## config.mk

```make
export PLATFORM = sky130hd
export DESIGN_NAME = sram_like_arbiter_flat
export DESIGN_NICKNAME = d
export VERILOG_FILES = /design/src/rtl/sram_like_arbiter_if.sv /design/src/rtl/sram_like_arbiter.sv /design/src/flat_wrapper.sv
export SDC_FILE = /design/constraint.sdc
export NUM_CORES = 1
export LEC_CHECK = 0
export BUFFER_PORTS_ARGS = -buffer_cell sky130_fd_sc_hd__buf_2
export CAP_MARGIN = 15
export CORE_AREA = 2 2 106 108
export CTS_BUF_LIST = sky130_fd_sc_hd__clkbuf_16
export CTS_CLUSTER_SIZE = 8
export DETAILED_ROUTE_END_ITERATION = 8
export DIE_AREA = 0 0 108 110
export PLACE_DENSITY = 0.59
export SETUP_SLACK_MARGIN = 0.15
export SYNTH_ARGS = -nofsm -noshare
export SYNTH_HDL_FRONTEND = slang
export SYNTH_SLANG_ARGS = --single-unit
```

## constraint.sdc

```tcl
create_clock -name clk -period 2.9 [get_ports clk]
set_clock_uncertainty 0.15 [all_clocks]
set_input_delay 0.58 -clock clk [delete_from_list [all_inputs] [get_ports clk]]
set_output_delay 0.58 -clock clk [all_outputs]
set_load 0.05 [all_outputs]
```

## src/rtl/sram_like_arbiter_if.sv

```systemverilog
// Bus bundle between the two sram-like requesters, the arbiter and the shared memory port.
interface sram_like_arbiter_if;
  localparam int unsigned AW = 32;
  localparam int unsigned DW = 32;

  // Instruction requester
  logic          inst_req;
  logic [AW-1:0] inst_addr;
  logic          inst_addr_ok;
  logic [DW-1:0] inst_rdata;
  logic          inst_data_ok;
  logic          inst_cancel;
  logic          inst_pending;

  // Data requester
  logic          data_req;
  logic          data_wr;
  logic [1:0]    data_size;
  logic [AW-1:0] data_addr;
  logic [DW-1:0] data_wdata;
  logic          data_addr_ok;
  logic [DW-1:0] data_rdata;
  logic          data_data_ok;

  // Shared downstream memory port
  logic          mem_req;
  logic          mem_wr;
  logic [1:0]    mem_size;
  logic [AW-1:0] mem_addr;
  logic [DW-1:0] mem_wdata;
  logic          mem_addr_ok;
  logic [DW-1:0] mem_rdata;
  logic          mem_data_ok;

  // Arbiter side
  modport slave (
    input  inst_req, inst_addr, inst_cancel,
    output inst_addr_ok, inst_rdata, inst_data_ok, inst_pending,
    input  data_req, data_wr, data_size, data_addr, data_wdata,
    output data_addr_ok, data_rdata, data_data_ok,
    output mem_req, mem_wr, mem_size, mem_addr, mem_wdata,
    input  mem_addr_ok, mem_rdata, mem_data_ok
  );

  // Requester / memory-model side
  modport master (
    output inst_req, inst_addr, inst_cancel,
    input  inst_addr_ok, inst_rdata, inst_data_ok, inst_pending,
    output data_req, data_wr, data_size, data_addr, data_wdata,
    input  data_addr_ok, data_rdata, data_data_ok,
    input  mem_req, mem_wr, mem_size, mem_addr, mem_wdata,
    output mem_addr_ok, mem_rdata, mem_data_ok
  );
endinterface

```

## src/rtl/sram_like_arbiter.sv

```systemverilog
// Shares one sram-like memory port between the instruction and data requesters.
// Requests pass straight through in the cycle they win; an in-order ID FIFO
// steers each downstream data_ok back to the requester that issued it.
module sram_like_arbiter #(
  parameter int unsigned MAX_OUTSTANDING = 4,
  parameter int unsigned STARVE_LIMIT    = 8
) (
  input  logic               clk,
  input  logic               reset,
  sram_like_arbiter_if.slave bus
);

  localparam int unsigned PTR_W = $clog2(MAX_OUTSTANDING);
  localparam int unsigned CNT_W = PTR_W + 1;
  localparam int unsigned STV_W = $clog2(STARVE_LIMIT + 1);

  typedef enum logic {
    OWN_INST = 1'b0,
    OWN_DATA = 1'b1
  } owner_e;

  // Grant lock and starvation state
  logic             r_lock_v;
  owner_e           r_lock_own;
  logic [STV_W-1:0] r_starve;

  // ID FIFO storage
  owner_e                   r_own [MAX_OUTSTANDING];
  logic [MAX_OUTSTANDING-1:0] r_disc;
  logic [PTR_W-1:0]         r_rd;
  logic [PTR_W-1:0]         r_wr;
  logic [CNT_W-1:0]         r_cnt;

  logic             w_full;
  logic             w_empty;
  logic             w_starve_pri;
  logic             w_grant_d;
  logic             w_grant_i;
  owner_e           w_winner;
  logic             w_mem_req;
  logic             w_accept;
  logic             w_pop;
  owner_e           w_head_own;
  logic             w_head_disc;
  logic [PTR_W-1:0] w_off;
  logic             w_inst_pending;

  assign w_full       = (r_cnt == CNT_W'(MAX_OUTSTANDING));
  assign w_empty      = (r_cnt == '0);
  assign w_starve_pri = (r_starve >= STV_W'(STARVE_LIMIT)) & bus.inst_req;

  // Pick the winner: a held lock pins the owner, otherwise data first unless inst is starved
  always_comb begin
    w_grant_d = 1'b0;
    w_grant_i = 1'b0;
    if (r_lock_v) begin
      if (r_lock_own == OWN_DATA) w_grant_d = bus.data_req;
      else                        w_grant_i = bus.inst_req;
    end else if (bus.data_req && !w_starve_pri) begin
      w_grant_d = 1'b1;
    end else begin
      w_grant_i = bus.inst_req;
    end
  end

  assign w_winner  = w_grant_d ? OWN_DATA : OWN_INST;
  assign w_mem_req = (w_grant_d | w_grant_i) & ~w_full & ~reset;
  assign w_accept  = w_mem_req & bus.mem_addr_ok;

  // Downstream request fields follow the granted requester; inst is always a word read
  always_comb begin
    bus.mem_wr    = 1'b0;
    bus.mem_size  = 2'b10;
    bus.mem_addr  = bus.inst_addr;
    bus.mem_wdata = '0;
    if (w_grant_d) begin
      bus.mem_wr    = bus.data_wr;
      bus.mem_size  = bus.data_size;
      bus.mem_addr  = bus.data_addr;
      bus.mem_wdata = bus.data_wdata;
    end
  end

  assign bus.mem_req      = w_mem_req;
  assign bus.inst_addr_ok = w_grant_i & w_accept;
  assign bus.data_addr_ok = w_grant_d & w_accept;

  // Response routing from the FIFO head; a cancel in the pop cycle already silences it
  assign w_pop       = bus.mem_data_ok & ~w_empty & ~reset;
  assign w_head_own  = r_own[r_rd];
  assign w_head_disc = r_disc[r_rd];

  assign bus.inst_data_ok = w_pop & (w_head_own == OWN_INST) & ~w_head_disc & ~bus.inst_cancel;
  assign bus.data_data_ok = w_pop & (w_head_own == OWN_DATA);
  assign bus.inst_rdata   = bus.mem_rdata;
  assign bus.data_rdata   = bus.mem_rdata;

  // Live inst entries: slot i is valid when its distance from the head is below the count
  always_comb begin
    w_inst_pending = 1'b0;
    w_off          = '0;
    for (int unsigned i = 0; i < MAX_OUTSTANDING; i++) begin
      w_off = PTR_W'(i) - r_rd;
      if ((CNT_W'(w_off) < r_cnt) && (r_own[i] == OWN_INST) && !r_disc[i]) begin
        w_inst_pending = 1'b1;
      end
    end
  end

  assign bus.inst_pending = w_inst_pending;

  // Hold the grant while the downstream stalls so the presented request stays stable
  always_ff @(posedge clk) begin
    if (reset) begin
      r_lock_v   <= 1'b0;
      r_lock_own <= OWN_INST;
    end else if (w_accept) begin
      r_lock_v   <= 1'b0;
    end else if (w_mem_req) begin
      r_lock_v   <= 1'b1;
      r_lock_own <= w_winner;
    end
  end

  // Count inst arbitrations lost to completed data handshakes
  always_ff @(posedge clk) begin
    if (reset) begin
      r_starve <= '0;
    end else if (bus.inst_addr_ok) begin
      r_starve <= '0;
    end else if (w_accept && w_grant_d && bus.inst_req && (r_starve < STV_W'(STARVE_LIMIT))) begin
      r_starve <= r_starve + STV_W'(1);
    end
  end

  // ID FIFO: cancel marks inst entries first so a same-cycle push stays live
  always_ff @(posedge clk) begin
    if (reset) begin
      r_rd   <= '0;
      r_wr   <= '0;
      r_cnt  <= '0;
      r_disc <= '0;
      for (int unsigned i = 0; i < MAX_OUTSTANDING; i++) r_own[i] <= OWN_INST;
    end else begin
      if (bus.inst_cancel) begin
        for (int unsigned i = 0; i < MAX_OUTSTANDING; i++) begin
          if (r_own[i] == OWN_INST) r_disc[i] <= 1'b1;
        end
      end
      if (w_accept) begin
        r_own[r_wr]  <= w_winner;
        r_disc[r_wr] <= 1'b0;
        r_wr         <= r_wr + PTR_W'(1);
      end
      if (w_pop) r_rd <= r_rd + PTR_W'(1);
      case ({w_accept, w_pop})
        2'b10:   r_cnt <= r_cnt + CNT_W'(1);
        2'b01:   r_cnt <= r_cnt - CNT_W'(1);
        default: r_cnt <= r_cnt;
      endcase
    end
  end

  // A response with nothing outstanding breaks the downstream protocol
  a_no_orphan_rsp: assert property (@(posedge clk) disable iff (reset) !(bus.mem_data_ok && w_empty));

endmodule

```

## src/flat_wrapper.sv

```systemverilog
// flat-port wrapper written by rule: the top's interface ports become plain ports
module sram_like_arbiter_flat 
#(
  parameter int unsigned MAX_OUTSTANDING = 4,
  parameter int unsigned STARVE_LIMIT    = 8
)
  (clk, reset, bus_inst_req, bus_inst_addr, bus_inst_cancel, bus_inst_addr_ok, bus_inst_rdata, bus_inst_data_ok, bus_inst_pending, bus_data_req, bus_data_wr, bus_data_size, bus_data_addr, bus_data_wdata, bus_data_addr_ok, bus_data_rdata, bus_data_data_ok, bus_mem_req, bus_mem_wr, bus_mem_size, bus_mem_addr, bus_mem_wdata, bus_mem_addr_ok, bus_mem_rdata, bus_mem_data_ok);
  sram_like_arbiter_if bus_i ();
  input  logic clk;
  input  logic reset;
  input wire logic [$bits(bus_i.inst_req)-1:0] bus_inst_req;
  input wire logic [$bits(bus_i.inst_addr)-1:0] bus_inst_addr;
  input wire logic [$bits(bus_i.inst_cancel)-1:0] bus_inst_cancel;
  output wire logic [$bits(bus_i.inst_addr_ok)-1:0] bus_inst_addr_ok;
  output wire logic [$bits(bus_i.inst_rdata)-1:0] bus_inst_rdata;
  output wire logic [$bits(bus_i.inst_data_ok)-1:0] bus_inst_data_ok;
  output wire logic [$bits(bus_i.inst_pending)-1:0] bus_inst_pending;
  input wire logic [$bits(bus_i.data_req)-1:0] bus_data_req;
  input wire logic [$bits(bus_i.data_wr)-1:0] bus_data_wr;
  input wire logic [$bits(bus_i.data_size)-1:0] bus_data_size;
  input wire logic [$bits(bus_i.data_addr)-1:0] bus_data_addr;
  input wire logic [$bits(bus_i.data_wdata)-1:0] bus_data_wdata;
  output wire logic [$bits(bus_i.data_addr_ok)-1:0] bus_data_addr_ok;
  output wire logic [$bits(bus_i.data_rdata)-1:0] bus_data_rdata;
  output wire logic [$bits(bus_i.data_data_ok)-1:0] bus_data_data_ok;
  output wire logic [$bits(bus_i.mem_req)-1:0] bus_mem_req;
  output wire logic [$bits(bus_i.mem_wr)-1:0] bus_mem_wr;
  output wire logic [$bits(bus_i.mem_size)-1:0] bus_mem_size;
  output wire logic [$bits(bus_i.mem_addr)-1:0] bus_mem_addr;
  output wire logic [$bits(bus_i.mem_wdata)-1:0] bus_mem_wdata;
  input wire logic [$bits(bus_i.mem_addr_ok)-1:0] bus_mem_addr_ok;
  input wire logic [$bits(bus_i.mem_rdata)-1:0] bus_mem_rdata;
  input wire logic [$bits(bus_i.mem_data_ok)-1:0] bus_mem_data_ok;
  assign bus_i.inst_req = bus_inst_req;
  assign bus_i.inst_addr = bus_inst_addr;
  assign bus_i.inst_cancel = bus_inst_cancel;
  assign bus_inst_addr_ok = bus_i.inst_addr_ok;
  assign bus_inst_rdata = bus_i.inst_rdata;
  assign bus_inst_data_ok = bus_i.inst_data_ok;
  assign bus_inst_pending = bus_i.inst_pending;
  assign bus_i.data_req = bus_data_req;
  assign bus_i.data_wr = bus_data_wr;
  assign bus_i.data_size = bus_data_size;
  assign bus_i.data_addr = bus_data_addr;
  assign bus_i.data_wdata = bus_data_wdata;
  assign bus_data_addr_ok = bus_i.data_addr_ok;
  assign bus_data_rdata = bus_i.data_rdata;
  assign bus_data_data_ok = bus_i.data_data_ok;
  assign bus_mem_req = bus_i.mem_req;
  assign bus_mem_wr = bus_i.mem_wr;
  assign bus_mem_size = bus_i.mem_size;
  assign bus_mem_addr = bus_i.mem_addr;
  assign bus_mem_wdata = bus_i.mem_wdata;
  assign bus_i.mem_addr_ok = bus_mem_addr_ok;
  assign bus_i.mem_rdata = bus_mem_rdata;
  assign bus_i.mem_data_ok = bus_mem_data_ok;
  sram_like_arbiter #(.MAX_OUTSTANDING(MAX_OUTSTANDING), .STARVE_LIMIT(STARVE_LIMIT)) u_core (.clk(clk), .reset(reset), .bus(bus_i));
endmodule
```

==> reports/results.ini <==
[timing]
fin_crit_ns=2.70
rsz0062_at_grt=yes
worstMarginPinSlew_ns=0.443
fmax_mhz=370
fin_tns_setup_ns=0
relSlewSlack=0.701
maxSlewViolCount=0
hold_viol=0
period_share=0.931
setup_violations=0

[cts]
cts.sink_count=23
numCtsBuffers=3
cts.clk_slew.worst_paths_ns=0.06
worst_skew_pair.late_latency_ns=0.26
cts_buffer_depth=2
cts_tree=yes
root_buffer=clkbuf_16
h-tree-depth=1

[setup_path]
cp_cell_sequence=buf_2 > mux2i_1 > a221o_1 > clkinv_2 > nand3_1 > inv_1 > buf_2
critPathCaptureType=output pin
rr_startpoint=u_core.r_lock_own
required_ns=2.17
critical_path.max_stage_delay_ns=0.40
worstSetupStartpoint=bus_inst_req
cp_slowest_cell=a221o_1
worstPathArrival_ns=1.97
crit_top_cell=buf_2
cp-start-kind=primary input
rrSetupSlack_ns=0.34
worst-path-buf-inv=4
crit_type=in -> out
critPathTopFamily=buffers and inverters
cp_max_fo=9

[grt]
busiest_layer=met2
use_met3=0.0547
gr-usage-all-layers=0.158
grt_pass1_wl_um=14400
antenna_found_initial=4
overflow=0
met2_usage=0.241
grt_max_degree=53
use_met1=0.219
grt_pass1_vias=2627

[final_layout]
antennaDiodeCount=0
instances_no_fill=613
fin_nets=624
drive_above_1_share=0.423
synthToLayoutAreaGrowth_pct=28.1
fillCellCount=1239

[synthesis]
synth_area_um2=2470
yosys.area.top_type=buf_4
syn_avg_cell_area_um2=6.80
synth_cell_type_count=38
synth.top_cells.by_area=buf_4, dfxtp_1, nand2_1
synth_ff_type=dfxtp_1
synth_edf_count=4
yosys.area.top_type_share=0.198
ys_async_sr_fraction=0
synth-seq-cells=23
ys_seq_area_frac=0.203
synth_nets=513
ys_warn_count=0
synthCells=363

[floorplanning]
core_area_um2=10700
die_area_um2=11900
die_w_um=108
start_util=0.231
die_h_um=110
rows=38
pin_count=275

[route]
postRouteWirelength_um=9750
ant_nets=0
wire_per_inst_um=15.9
drc=0
drtIter0Drc=143
dr_total_vias=2701
firstDrtPassIters=4
vias_per_cell=4.41

[power]
p_leak_nw=1.73
power_density_nw_per_um2=448
vdd_drop_max_uv=196

[placed_design]
dp_cells=609
io_buffers=178
globalplace.congestion=0.828
hpwl_um=8580

[run]
max-cap-violations=0

[min_path]
hold_path.class=reg -> reg
min_from=u_core.r_starve[2]

[run_status]
outcome=finished, final reports clean

-- worst min-delay path: stages, from the launching register on --
cell and delay, ns:
dfxtp_1 0.32, o31ai_1 0.06, a21oi_1 0.06
-- cells by family (layout without fill, tap and decap cells) --
| group | after synthesis | count (layout) | synth area share |
|---|---|---|---|
| muxes | 3 | 3 | 0.0223 |
| DFF | 23 | 23 | 0.203 |
| AOI/OAI and AO/OA | 42 | 42 | 0.0993 |
| xor gates and xnor gates | 5 | 5 | 0.0177 |
| adders and majority gates | 12 | 12 | 0.0639 |
| and+or+nand+nor | 181 | 181 | 0.344 |
| buffers and inverters | 97 | 207 | 0.250 |
-- sequential cells by signal, summed over array words and instances (netlist names), named ones only --
signal             count
u_core.r_disc          4
u_core.r_own           4
u_core.r_lock_v        1
u_core.r_cnt           3
u_core.r_starve        4
u_core.r_lock_own      1
u_core.r_wr            2
u_core.r_rd            2
-- cells in the mapped netlist, types with 2 or more instances --
cell type and n:
nand2_1 99, buf_4 65, and2_1 36, dfxtp_1 19, a21oi_1 16, nor2_1 16
inv_1 15, o21ai_0 15, clkbuf_1 13, ha_1 11, nand4_1 6, o31ai_1 6
nand3_1 5, nor2b_1 5, edfxtp_1 4, nand2b_1 3, xor2_1 3, and3_1 2
buf_2 2, mux4_2 2, nor3_1 2, xnor2_1 2
-- cell usage in the layout, fill, tap and decap left out, types with 4 or more instances in the layout --
cell type,n
buf_2,177
nand2_1,99
and2_1,36
dfxtp_1,17
inv_1,16
nor2_1,16
a21oi_1,16
o21ai_0,15
ha_1,11
buf_4,7
o31ai_1,6
nand4_1,6
nand3_1,5
nor2b_1,5
edfxtp_1,4
-- power breakdown --
part	total (mW)	internal, mW	switching, mW
Clock	0.297	0.184	0.113
Combinational	0.751	0.211	0.539
Sequential	0.368	0.345	0.0231
-- metrics by stage --
stage	power (mW)	area, um^2	setup WS (ns)	utilization	hold slack (ns)
2_1_floorplan	1.12	2480	0.127	-	0.302
3_5_place_dp	1.13	3080	0.0726	0.288	0.332
6_report	1.42	3160	0.200	0.296	0.337
3_3_place_gp	1.12	3080	0.142	0.288	0.316
4_1_cts	1.43	3160	0.150	0.295	0.340
5_1_grt	1.49	3160	0.0981	0.296	0.371
-- what timing repair did --
action,4_1_cts,5_1_grt
buffers inserted,0,0
endpoints found under the setup margin,0,3
hold buffers,0,0
resized for setup,0,3
-- metal layers --
metal,part of all wire,wire length [um]
met5,0.0013,13
met4,0.0056,55
met3,0.10,976
met2,0.44,4280
met1,0.45,4420
-- worst paths after layout --
| kind | to | cells after the start |
|---|---|---|
| worst min register to register | u_core.r_starve[2] | 2 |
| worst max register to register | u_core.r_cnt[2] | 10 |
| worst min-delay path | u_core.r_starve[2] | 2 |
| worst max-delay path | bus_data_addr_ok | 7 |
-- area by class of cell --
| class | count | area (um^2) | share of cell area |
|---|---|---|---|
| Clock inverter | 1 | 3.75 | 0.00119 |
| Sequential cell | 23 | 503 | 0.159 |
| Clock buffer | 3 | 75.1 | 0.0237 |
| Timing Repair Buffer | 187 | 986 | 0.312 |
| Tap cell | 140 | 175 | 0.0554 |
| Multi-Input combinational cell | 243 | 1360 | 0.429 |
| Inverter | 16 | 61.3 | 0.0194 |
(Power assumes the default switching activity.)
